File: src/rtl/uart_transmitter_pkg.sv
// uart_transmitter_pkg: shared constants, FSM encodings and threshold helper
package uart_transmitter_pkg;
  localparam int DEF_FIFO_DEPTH = 16;
  localparam int DEF_DATA_W = 8;
  localparam logic [2:0] S_IDLE = 3'd0;
  localparam logic [2:0] S_START = 3'd1;
  localparam logic [2:0] S_DATA = 3'd2;
  localparam logic [2:0] S_PARITY = 3'd3;
  localparam logic [2:0] S_STOP = 3'd4;
  function automatic int unsigned txe_threshold(input logic [1:0] txt);
    return 32'(txt) << 2;
  endfunction
endpackage

File: src/rtl/uart_transmitter_if.sv
// uart_transmitter_if: control and status bundle between host and transmitter
interface uart_transmitter_if import uart_transmitter_pkg::*; #(parameter int DATA_W = DEF_DATA_W);
  logic ctrl_en;
  logic ctrl_tx_en;
  logic [DATA_W-1:0] ctrl_data;
  logic ctrl_d9;
  logic ctrl_ep;
  logic ctrl_shift_tx;
  logic [1:0] ctrl_txt;
  logic tx_nf;
  logic tx_busy;
  logic tx_txe;
  logic uart_tx;
  modport master (
    output ctrl_en, ctrl_tx_en, ctrl_data, ctrl_d9, ctrl_ep, ctrl_shift_tx, ctrl_txt,
    input tx_nf, tx_busy, tx_txe, uart_tx
  );
  modport slave (
    input ctrl_en, ctrl_tx_en, ctrl_data, ctrl_d9, ctrl_ep, ctrl_shift_tx, ctrl_txt,
    output tx_nf, tx_busy, tx_txe, uart_tx
  );
endinterface

File: src/rtl/uart_fifo.sv
// uart_fifo: synchronous FIFO; a push while full is accepted only alongside a pop
module uart_fifo #(
  parameter int W = 8,
  parameter int DEPTH = 16,
  localparam int AW = $clog2(DEPTH),
  localparam int CW = AW + 1
) (
  input logic pclk,
  input logic preset_n,
  input logic push,
  input logic pop,
  input logic [W-1:0] din,
  output logic [W-1:0] dout,
  output logic full,
  output logic empty,
  output logic [CW-1:0] count
);
  logic [W-1:0] mem [DEPTH];
  logic [AW-1:0] wr_ptr, rd_ptr;
  logic do_push, do_pop;
  assign full = count == CW'(DEPTH);
  assign empty = count == '0;
  assign do_pop = pop && !empty;
  assign do_push = push && (!full || do_pop);
  assign dout = mem[rd_ptr];
  // pointers wrap naturally at DEPTH; count tracks occupancy
  always_ff @(posedge pclk) begin
    if (!preset_n) begin
      wr_ptr <= '0;
      rd_ptr <= '0;
      count <= '0;
    end else begin
      if (do_push) wr_ptr <= wr_ptr + 1'b1;
      if (do_pop) rd_ptr <= rd_ptr + 1'b1;
      count <= count + CW'(do_push) - CW'(do_pop);
    end
  end
  // storage needs no reset; emptiness is defined by count
  always_ff @(posedge pclk) begin
    if (do_push) mem[wr_ptr] <= din;
  end
endmodule

File: src/rtl/uart_transmitter.sv
// uart_transmitter: FIFO-fed UART TX with optional parity, ticked by ctrl_shift_tx
module uart_transmitter import uart_transmitter_pkg::*; #(
  parameter int FIFO_DEPTH = DEF_FIFO_DEPTH,
  parameter int DATA_W = DEF_DATA_W
) (
  input logic pclk,
  input logic preset_n,
  uart_transmitter_if.slave bus
);
  localparam int CW = $clog2(FIFO_DEPTH) + 1;
  localparam logic [2:0] LAST = 3'(DATA_W - 1);
  logic [CW-1:0] count;
  logic full, empty, pop;
  logic [DATA_W-1:0] head, shreg;
  logic [2:0] state, bit_cnt;
  logic d9_q, par_q, tx_q;
  uart_fifo #(.W(DATA_W), .DEPTH(FIFO_DEPTH)) u_fifo (
    .pclk(pclk),
    .preset_n(preset_n),
    .push(bus.ctrl_tx_en),
    .pop(pop),
    .din(bus.ctrl_data),
    .dout(head),
    .full(full),
    .empty(empty),
    .count(count)
  );
  assign pop = bus.ctrl_en && bus.ctrl_shift_tx && !empty && (state == S_IDLE || state == S_STOP);
  assign bus.tx_nf = !full;
  assign bus.tx_busy = state != S_IDLE;
  assign bus.tx_txe = 32'(count) <= txe_threshold(bus.ctrl_txt);
  assign bus.uart_tx = tx_q;
  // frame sequencer: a pop loads the byte and frame options, each tick advances one bit
  always_ff @(posedge pclk) begin
    if (!preset_n) begin
      state <= S_IDLE;
      tx_q <= 1'b1;
      bit_cnt <= '0;
      shreg <= '0;
      d9_q <= 1'b0;
      par_q <= 1'b0;
    end else if (!bus.ctrl_en) begin
      state <= S_IDLE;
      tx_q <= 1'b1;
    end else if (pop) begin
      state <= S_START;
      tx_q <= 1'b0;
      shreg <= head;
      d9_q <= bus.ctrl_d9;
      par_q <= ^head ^ ~bus.ctrl_ep;
    end else if (bus.ctrl_shift_tx) begin
      case (state)
        S_START: begin
          state <= S_DATA;
          tx_q <= shreg[0];
          shreg <= shreg >> 1;
          bit_cnt <= '0;
        end
        S_DATA: begin
          if (bit_cnt == LAST) begin
            state <= d9_q ? S_PARITY : S_STOP;
            tx_q <= d9_q ? par_q : 1'b1;
          end else begin
            bit_cnt <= bit_cnt + 3'd1;
            tx_q <= shreg[0];
            shreg <= shreg >> 1;
          end
        end
        S_PARITY: begin
          state <= S_STOP;
          tx_q <= 1'b1;
        end
        default: begin
          state <= S_IDLE;
          tx_q <= 1'b1;
        end
      endcase
    end
  end
endmodule

File: src/flat_wrapper.sv
// flat-port wrapper written by rule: the top's interface ports become plain ports
module uart_transmitter_flat import uart_transmitter_pkg::*;
#(
  parameter int FIFO_DEPTH = DEF_FIFO_DEPTH,
  parameter int DATA_W = DEF_DATA_W
)
  (pclk, preset_n, bus_ctrl_en, bus_ctrl_tx_en, bus_ctrl_data, bus_ctrl_d9, bus_ctrl_ep, bus_ctrl_shift_tx, bus_ctrl_txt, bus_tx_nf, bus_tx_busy, bus_tx_txe, bus_uart_tx);
  uart_transmitter_if #(.DATA_W(DATA_W)) bus_i ();
  input logic pclk;
  input logic preset_n;
  input wire logic [$bits(bus_i.ctrl_en)-1:0] bus_ctrl_en;
  input wire logic [$bits(bus_i.ctrl_tx_en)-1:0] bus_ctrl_tx_en;
  input wire logic [$bits(bus_i.ctrl_data)-1:0] bus_ctrl_data;
  input wire logic [$bits(bus_i.ctrl_d9)-1:0] bus_ctrl_d9;
  input wire logic [$bits(bus_i.ctrl_ep)-1:0] bus_ctrl_ep;
  input wire logic [$bits(bus_i.ctrl_shift_tx)-1:0] bus_ctrl_shift_tx;
  input wire logic [$bits(bus_i.ctrl_txt)-1:0] bus_ctrl_txt;
  output wire logic [$bits(bus_i.tx_nf)-1:0] bus_tx_nf;
  output wire logic [$bits(bus_i.tx_busy)-1:0] bus_tx_busy;
  output wire logic [$bits(bus_i.tx_txe)-1:0] bus_tx_txe;
  output wire logic [$bits(bus_i.uart_tx)-1:0] bus_uart_tx;
  assign bus_i.ctrl_en = bus_ctrl_en;
  assign bus_i.ctrl_tx_en = bus_ctrl_tx_en;
  assign bus_i.ctrl_data = bus_ctrl_data;
  assign bus_i.ctrl_d9 = bus_ctrl_d9;
  assign bus_i.ctrl_ep = bus_ctrl_ep;
  assign bus_i.ctrl_shift_tx = bus_ctrl_shift_tx;
  assign bus_i.ctrl_txt = bus_ctrl_txt;
  assign bus_tx_nf = bus_i.tx_nf;
  assign bus_tx_busy = bus_i.tx_busy;
  assign bus_tx_txe = bus_i.tx_txe;
  assign bus_uart_tx = bus_i.uart_tx;
  uart_transmitter #(.FIFO_DEPTH(FIFO_DEPTH), .DATA_W(DATA_W)) u_core (.pclk(pclk), .preset_n(preset_n), .bus(bus_i));
endmodule
File: config.mk
export PLATFORM = sky130hd
export DESIGN_NAME = uart_transmitter_flat
export DESIGN_NICKNAME = d
export VERILOG_FILES = /design/src/rtl/uart_transmitter_pkg.sv /design/src/rtl/uart_transmitter_if.sv /design/src/rtl/uart_fifo.sv /design/src/rtl/uart_transmitter.sv /design/src/flat_wrapper.sv
export SDC_FILE = /design/constraint.sdc
export NUM_CORES = 1
export LEC_CHECK = 0
export CAP_MARGIN = 0
export CORE_ASPECT_RATIO = 0.7
export CORE_UTILIZATION = 55
export CTS_CLUSTER_DIAMETER = 120
export CTS_CLUSTER_SIZE = 20
export DETAILED_ROUTE_END_ITERATION = 8
export PLACE_DENSITY = 0.81
export RECOVER_POWER = 100
export SYNTH_ARGS = -nofsm -noshare
export SYNTH_HDL_FRONTEND = slang
export SYNTH_SLANG_ARGS = --single-unit
File: constraint.sdc
create_clock -name pclk -period 9.02 [get_ports pclk]
set_input_delay 0.902 -clock pclk [delete_from_list [all_inputs] [get_ports pclk]]
set_output_delay 0.902 -clock pclk [all_outputs]
set_load 0.005 [all_outputs]
==> run_summary.xml <==
<?xml version="1.0" encoding="UTF-8"?>
<metrics>
  <group name="sta">
    <metric name="unrepaired_setup_endpoints_after_global_routing" unit="">false</metric>
    <metric name="setup-tns-final" unit="ns">0</metric>
    <metric name="finalWorstSetupSlack" unit="ns">4.16</metric>
    <metric name="finalWorstPathRequiredPeriod" unit="ns">4.86</metric>
    <metric name="finalMaxSlewViolations" unit="">0</metric>
    <metric name="timing_worst_slew_pin_value" unit="ns">1.33</metric>
    <metric name="fin_crit_sh" unit="%">53.8</metric>
    <metric name="final-setup-viol-count" unit="">0</metric>
    <metric name="count_of_final_hold_check_violations" unit="">0</metric>
    <metric name="finClkSkew" unit="ns">0.00753</metric>
    <metric name="maxClockFrequency" unit="GHz">0.206</metric>
    <metric name="normalized_max_slew_margin" unit="%">10.4</metric>
  </group>
  <group name="setup_path">
    <metric name="r2r_slack" unit="ns">4.49</metric>
    <metric name="endpoint_kind" unit="">register</metric>
    <metric name="r2r-start" unit="">u_core.u_fifo.count[2]$_SDFF_PN0_</metric>
    <metric name="worst-endpoint-arrival" unit="ns">5.17</metric>
    <metric name="critical_path_peak_fanout" unit="">17</metric>
    <metric name="timing.reg2reg.worst_path_depth" unit="">15</metric>
    <metric name="rr_endpoint" unit="">u_core.u_fifo.count[4]$_SDFF_PN0_</metric>
    <metric name="startpoint_type_of_the_worst_setup_path" unit="">input port</metric>
    <metric name="critical_path_required" unit="ns">9.33</metric>
    <metric name="timing.setup.critical_path_class" unit="">input port to register</metric>
  </group>
  <group name="route">
    <metric name="firstDrtPassIters" unit="">5</metric>
    <metric name="drt-total-wl" unit="um">13600</metric>
    <metric name="drtAntennaViolNets" unit="">0</metric>
    <metric name="detailedRoute.firstIterationViolations" unit="">354</metric>
    <metric name="detailroute.via_count" unit="">3678</metric>
    <metric name="routedWlPerCell" unit="um">22.5</metric>
    <metric name="vias_per_cell" unit="">6.09</metric>
    <metric name="drc" unit="">0</metric>
  </group>
  <group name="placed_design">
    <metric name="dpl-instance-area" unit="um2">7010</metric>
    <metric name="finalWeightedCongestion" unit="">0.877</metric>
    <metric name="dp_worst_setup_slack" unit="ns">4.13</metric>
    <metric name="buffer_ports.inserted" unit="">20</metric>
    <metric name="dp_cells" unit="">572</metric>
    <metric name="dp_hpwl" unit="um">8770</metric>
  </group>
  <group name="yosys">
    <metric name="syn_inst" unit="">412</metric>
    <metric name="postSynth.topFlopCell" unit="">sky130_fd_sc_hd__edfxtp_1</metric>
    <metric name="synth_nets" unit="">445</metric>
    <metric name="ys_top_cells_by_area" unit="">sky130_fd_sc_hd__edfxtp_1 (57%), sky130_fd_sc_hd__dfxtp_1 (10%), sky130_fd_sc_hd__mux4_2 (8.4%)</metric>
    <metric name="synth.lib_cells_used.distinct" unit="">46</metric>
    <metric name="ys_async_sr_fraction" unit="%">0</metric>
    <metric name="ys_warn_count" unit="">0</metric>
    <metric name="ys_ff_latch" unit="">162</metric>
    <metric name="synth.largest_area_cell" unit="">sky130_fd_sc_hd__edfxtp_1</metric>
    <metric name="synth.top_cell.area_share" unit="%">57.2</metric>
    <metric name="synth_sequential_area_ratio" unit="%">67.3</metric>
    <metric name="cell_area_synth" unit="um2">6720</metric>
    <metric name="synth_area_per_cell" unit="um2">16.3</metric>
    <metric name="count_of_flip_flops_with_a_built_in_enable_after_synthesis" unit="">128</metric>
  </group>
  <group name="die">
    <metric name="die-width" unit="um">134</metric>
    <metric name="die-area" unit="um2">12700</metric>
    <metric name="die_y" unit="um">94.5</metric>
    <metric name="top_level_ports" unit="">21</metric>
    <metric name="placement_rows" unit="">33</metric>
    <metric name="coreArea" unit="um2">11800</metric>
    <metric name="initial_utilization" unit="%">56.9</metric>
  </group>
  <group name="global_routing">
    <metric name="groute.layer.met3.usage" unit="%">5.69</metric>
    <metric name="first_global_vias" unit="">3624</metric>
    <metric name="most_used_routing_layer" unit="">met2</metric>
    <metric name="overflow" unit="">0</metric>
    <metric name="grt_pass1_wl" unit="um">20900</metric>
    <metric name="grt_antenna_before_repair" unit="">0</metric>
    <metric name="global_route.usage.met2" unit="%">37.9</metric>
    <metric name="grt_max_degree" unit="">33</metric>
    <metric name="grt_use_total" unit="%">23.7</metric>
    <metric name="gr-usage-met1" unit="%">32.5</metric>
  </group>
  <group name="layout">
    <metric name="layout_commonest_cell" unit="">sky130_fd_sc_hd__edfxtp_1</metric>
    <metric name="area.growth.synth_to_final" unit="%">13.4</metric>
    <metric name="final_core_utilization" unit="%">64.5</metric>
    <metric name="stdcell_area" unit="um2">7620</metric>
    <metric name="final_nets" unit="">467</metric>
    <metric name="final_cells" unit="">604</metric>
    <metric name="n_antenna_cell" unit="">0</metric>
    <metric name="layout.cells.most_common_list" unit="">sky130_fd_sc_hd__edfxtp_1 (128), sky130_fd_sc_hd__nand2_1 (38), sky130_fd_sc_hd__dfxtp_1 (32), sky130_fd_sc_hd__nor2_1 (28), sky130_fd_sc_hd__mux4_2 (25)</metric>
    <metric name="drive_above_1_share" unit="%">13.2</metric>
  </group>
  <group name="clocking">
    <metric name="numCtsBuffers" unit="">17</metric>
    <metric name="clk_transition_reported_paths" unit="ns">0.06</metric>
    <metric name="worst_skew_pair.late_latency" unit="ns">0.42</metric>
    <metric name="holdBufCountCts" unit="">0</metric>
    <metric name="clock-sinks" unit="">162</metric>
    <metric name="htree_num_levels" unit="">4</metric>
    <metric name="cts_root_buf" unit="">sky130_fd_sc_hd__clkbuf_16</metric>
    <metric name="cts_repair_resize_count" unit="">0</metric>
    <metric name="clockBufferDepth" unit="">2</metric>
    <metric name="tritoncts" unit="">yes</metric>
    <metric name="post-cts-setup-buffer-count" unit="">0</metric>
  </group>
  <group name="power">
    <metric name="p_per_area" unit="nW/um2">263</metric>
    <metric name="total_leakage_power" unit="nW">2.54</metric>
    <metric name="worst_ir_drop_vdd" unit="uV">174</metric>
  </group>
  <group name="status">
    <metric name="run_status" unit="">complete, no violations</metric>
  </group>
  <group name="worst_hold_path">
    <metric name="hold_path_end" unit="">u_core.bit_cnt[2]$_SDFFE_PN0P_</metric>
    <metric name="holdCritPathClass" unit="">register to register</metric>
    <metric name="hold_start" unit="">u_core.bit_cnt[2]$_SDFFE_PN0P_</metric>
    <metric name="worstHoldPathCells" unit="">2</metric>
  </group>
  <group name="run">
    <metric name="drv.max_cap_violation_count" unit="">0</metric>
  </group>
</metrics>
-- worst max-delay path by stage --
stage,from,to,slack (ns),cells after the start
floorplan,bus_ctrl_shift_tx,u_core.u_fifo.count[4]$_SDFF_PN0_,4.93,16
finish,bus_ctrl_shift_tx,u_core.u_fifo.count[4]$_SDFF_PN0_,4.16,14
detailed placement,bus_ctrl_shift_tx,u_core.u_fifo.count[4]$_SDFF_PN0_,4.13,14
global placement,bus_ctrl_shift_tx,u_core.u_fifo.count[4]$_SDFF_PN0_,4.31,14
CTS,bus_ctrl_shift_tx,u_core.u_fifo.count[4]$_SDFF_PN0_,4.54,14
global route,bus_ctrl_shift_tx,u_core.u_fifo.count[4]$_SDFF_PN0_,3.94,14
-- stage by stage --
stage	hold slack (ns)	power (W)
after floorplan	0.436	0.00117
after global placement	0.443	0.00124
after detailed placement	0.462	0.00126
after CTS	0.472	0.00201
after global routing	0.503	0.00207
final	0.468	0.00200
-- cells in the mapped netlist, types with 2 or more instances --
cell type	n
sky130_fd_sc_hd__nand4_1	3
sky130_fd_sc_hd__and3_1	9
sky130_fd_sc_hd__nand2b_1	4
sky130_fd_sc_hd__mux4_1	11
sky130_fd_sc_hd__nor2b_1	4
sky130_fd_sc_hd__clkbuf_1	10
sky130_fd_sc_hd__a21boi_1	2
sky130_fd_sc_hd__nand3b_1	2
sky130_fd_sc_hd__mux4_2	25
sky130_fd_sc_hd__o21ai_0	5
sky130_fd_sc_hd__xnor2_1	7
sky130_fd_sc_hd__nor3b_1	3
sky130_fd_sc_hd__and2_1	4
sky130_fd_sc_hd__a31oi_1	2
sky130_fd_sc_hd__nor3_1	5
sky130_fd_sc_hd__a311oi_1	3
sky130_fd_sc_hd__a22oi_1	4
sky130_fd_sc_hd__xor2_1	3
sky130_fd_sc_hd__buf_12	2
sky130_fd_sc_hd__nand3_1	14
sky130_fd_sc_hd__buf_2	3
sky130_fd_sc_hd__ha_1	15
sky130_fd_sc_hd__nand2_1	38
sky130_fd_sc_hd__a21oi_1	10
sky130_fd_sc_hd__xnor3_1	3
sky130_fd_sc_hd__or3_1	2
sky130_fd_sc_hd__dfxtp_1	34
sky130_fd_sc_hd__inv_1	12
sky130_fd_sc_hd__edfxtp_1	128
sky130_fd_sc_hd__buf_1	2
sky130_fd_sc_hd__nor2_1	28
-- layer usage --
layer	part of all wire, %	vias to the layer above	routed length, um
li1	-	1621	-
met1	44	1897	5960
met3	6.6	19	895
met4	1.4	0	189
met5	0	-	0
met2	48	141	6540
-- final cells by class --
cell class | instances | area (um2)
Timing Repair Buffer | 23 | 215
Inverter | 13 | 50.0
Clock buffer | 23 | 468
Clock inverter | 9 | 156
Multi-Input combinational cell | 217 | 2010
Tap cell | 157 | 196
Sequential cell | 162 | 4530
Fill cell | 807 | 4190
-- power by group --
group	switching, W	internal (W)
clock network	0.000281	0.000479
registers	0.0000308	0.000851
logic	0.000180	0.000180
-- worst max-delay path, cell delays in order --
cell and delay (ns):
sky130_fd_sc_hd__dlygate4sd3_1 0.72, sky130_fd_sc_hd__nand2_1 0.12, sky130_fd_sc_hd__or4_1 0.76, sky130_fd_sc_hd__clkinvlp_2 0.50, sky130_fd_sc_hd__o21a_1 0.36, sky130_fd_sc_hd__inv_1 0.08
sky130_fd_sc_hd__ha_1 0.28, sky130_fd_sc_hd__inv_1 0.04, sky130_fd_sc_hd__ha_1 0.22, sky130_fd_sc_hd__fa_1 0.44, sky130_fd_sc_hd__a21oi_1 0.14, sky130_fd_sc_hd__nor2_1 0.06
sky130_fd_sc_hd__or3_1 0.35, sky130_fd_sc_hd__and3_1 0.19
-- flip-flops by register name (all words and copies together), names as in the netlist, named ones only --
name	count
u_core.par_q	1
u_core.u_fifo.rd_ptr	4
u_core.state	3
u_core.u_fifo.mem	128
u_core.u_fifo.wr_ptr	4
u_core.shreg	8
u_core.d9_q	1
u_core.bus.uart_tx	1
u_core.u_fifo.count	5
u_core.bit_cnt	3
-- cells by family (layout without fill, tap and decap cells) --
| kind of cell | count (synthesis) | after routing | share of synthesized area (%) |
|---|---|---|---|
| XOR/XNOR | 14 | 14 | 2.55 |
| AO/OA/AOI/OAI | 31 | 31 | 2.94 |
| adder cells (fa/ha/maj) | 16 | 16 | 3.09 |
| multiplexers | 37 | 37 | 12.8 |
| AND/OR/NAND/NOR | 119 | 119 | 8.45 |
| buffers and inverters | 33 | 68 | 2.79 |
| flip-flops | 162 | 162 | 67.3 |
Power figures use the tool's default switching activity.
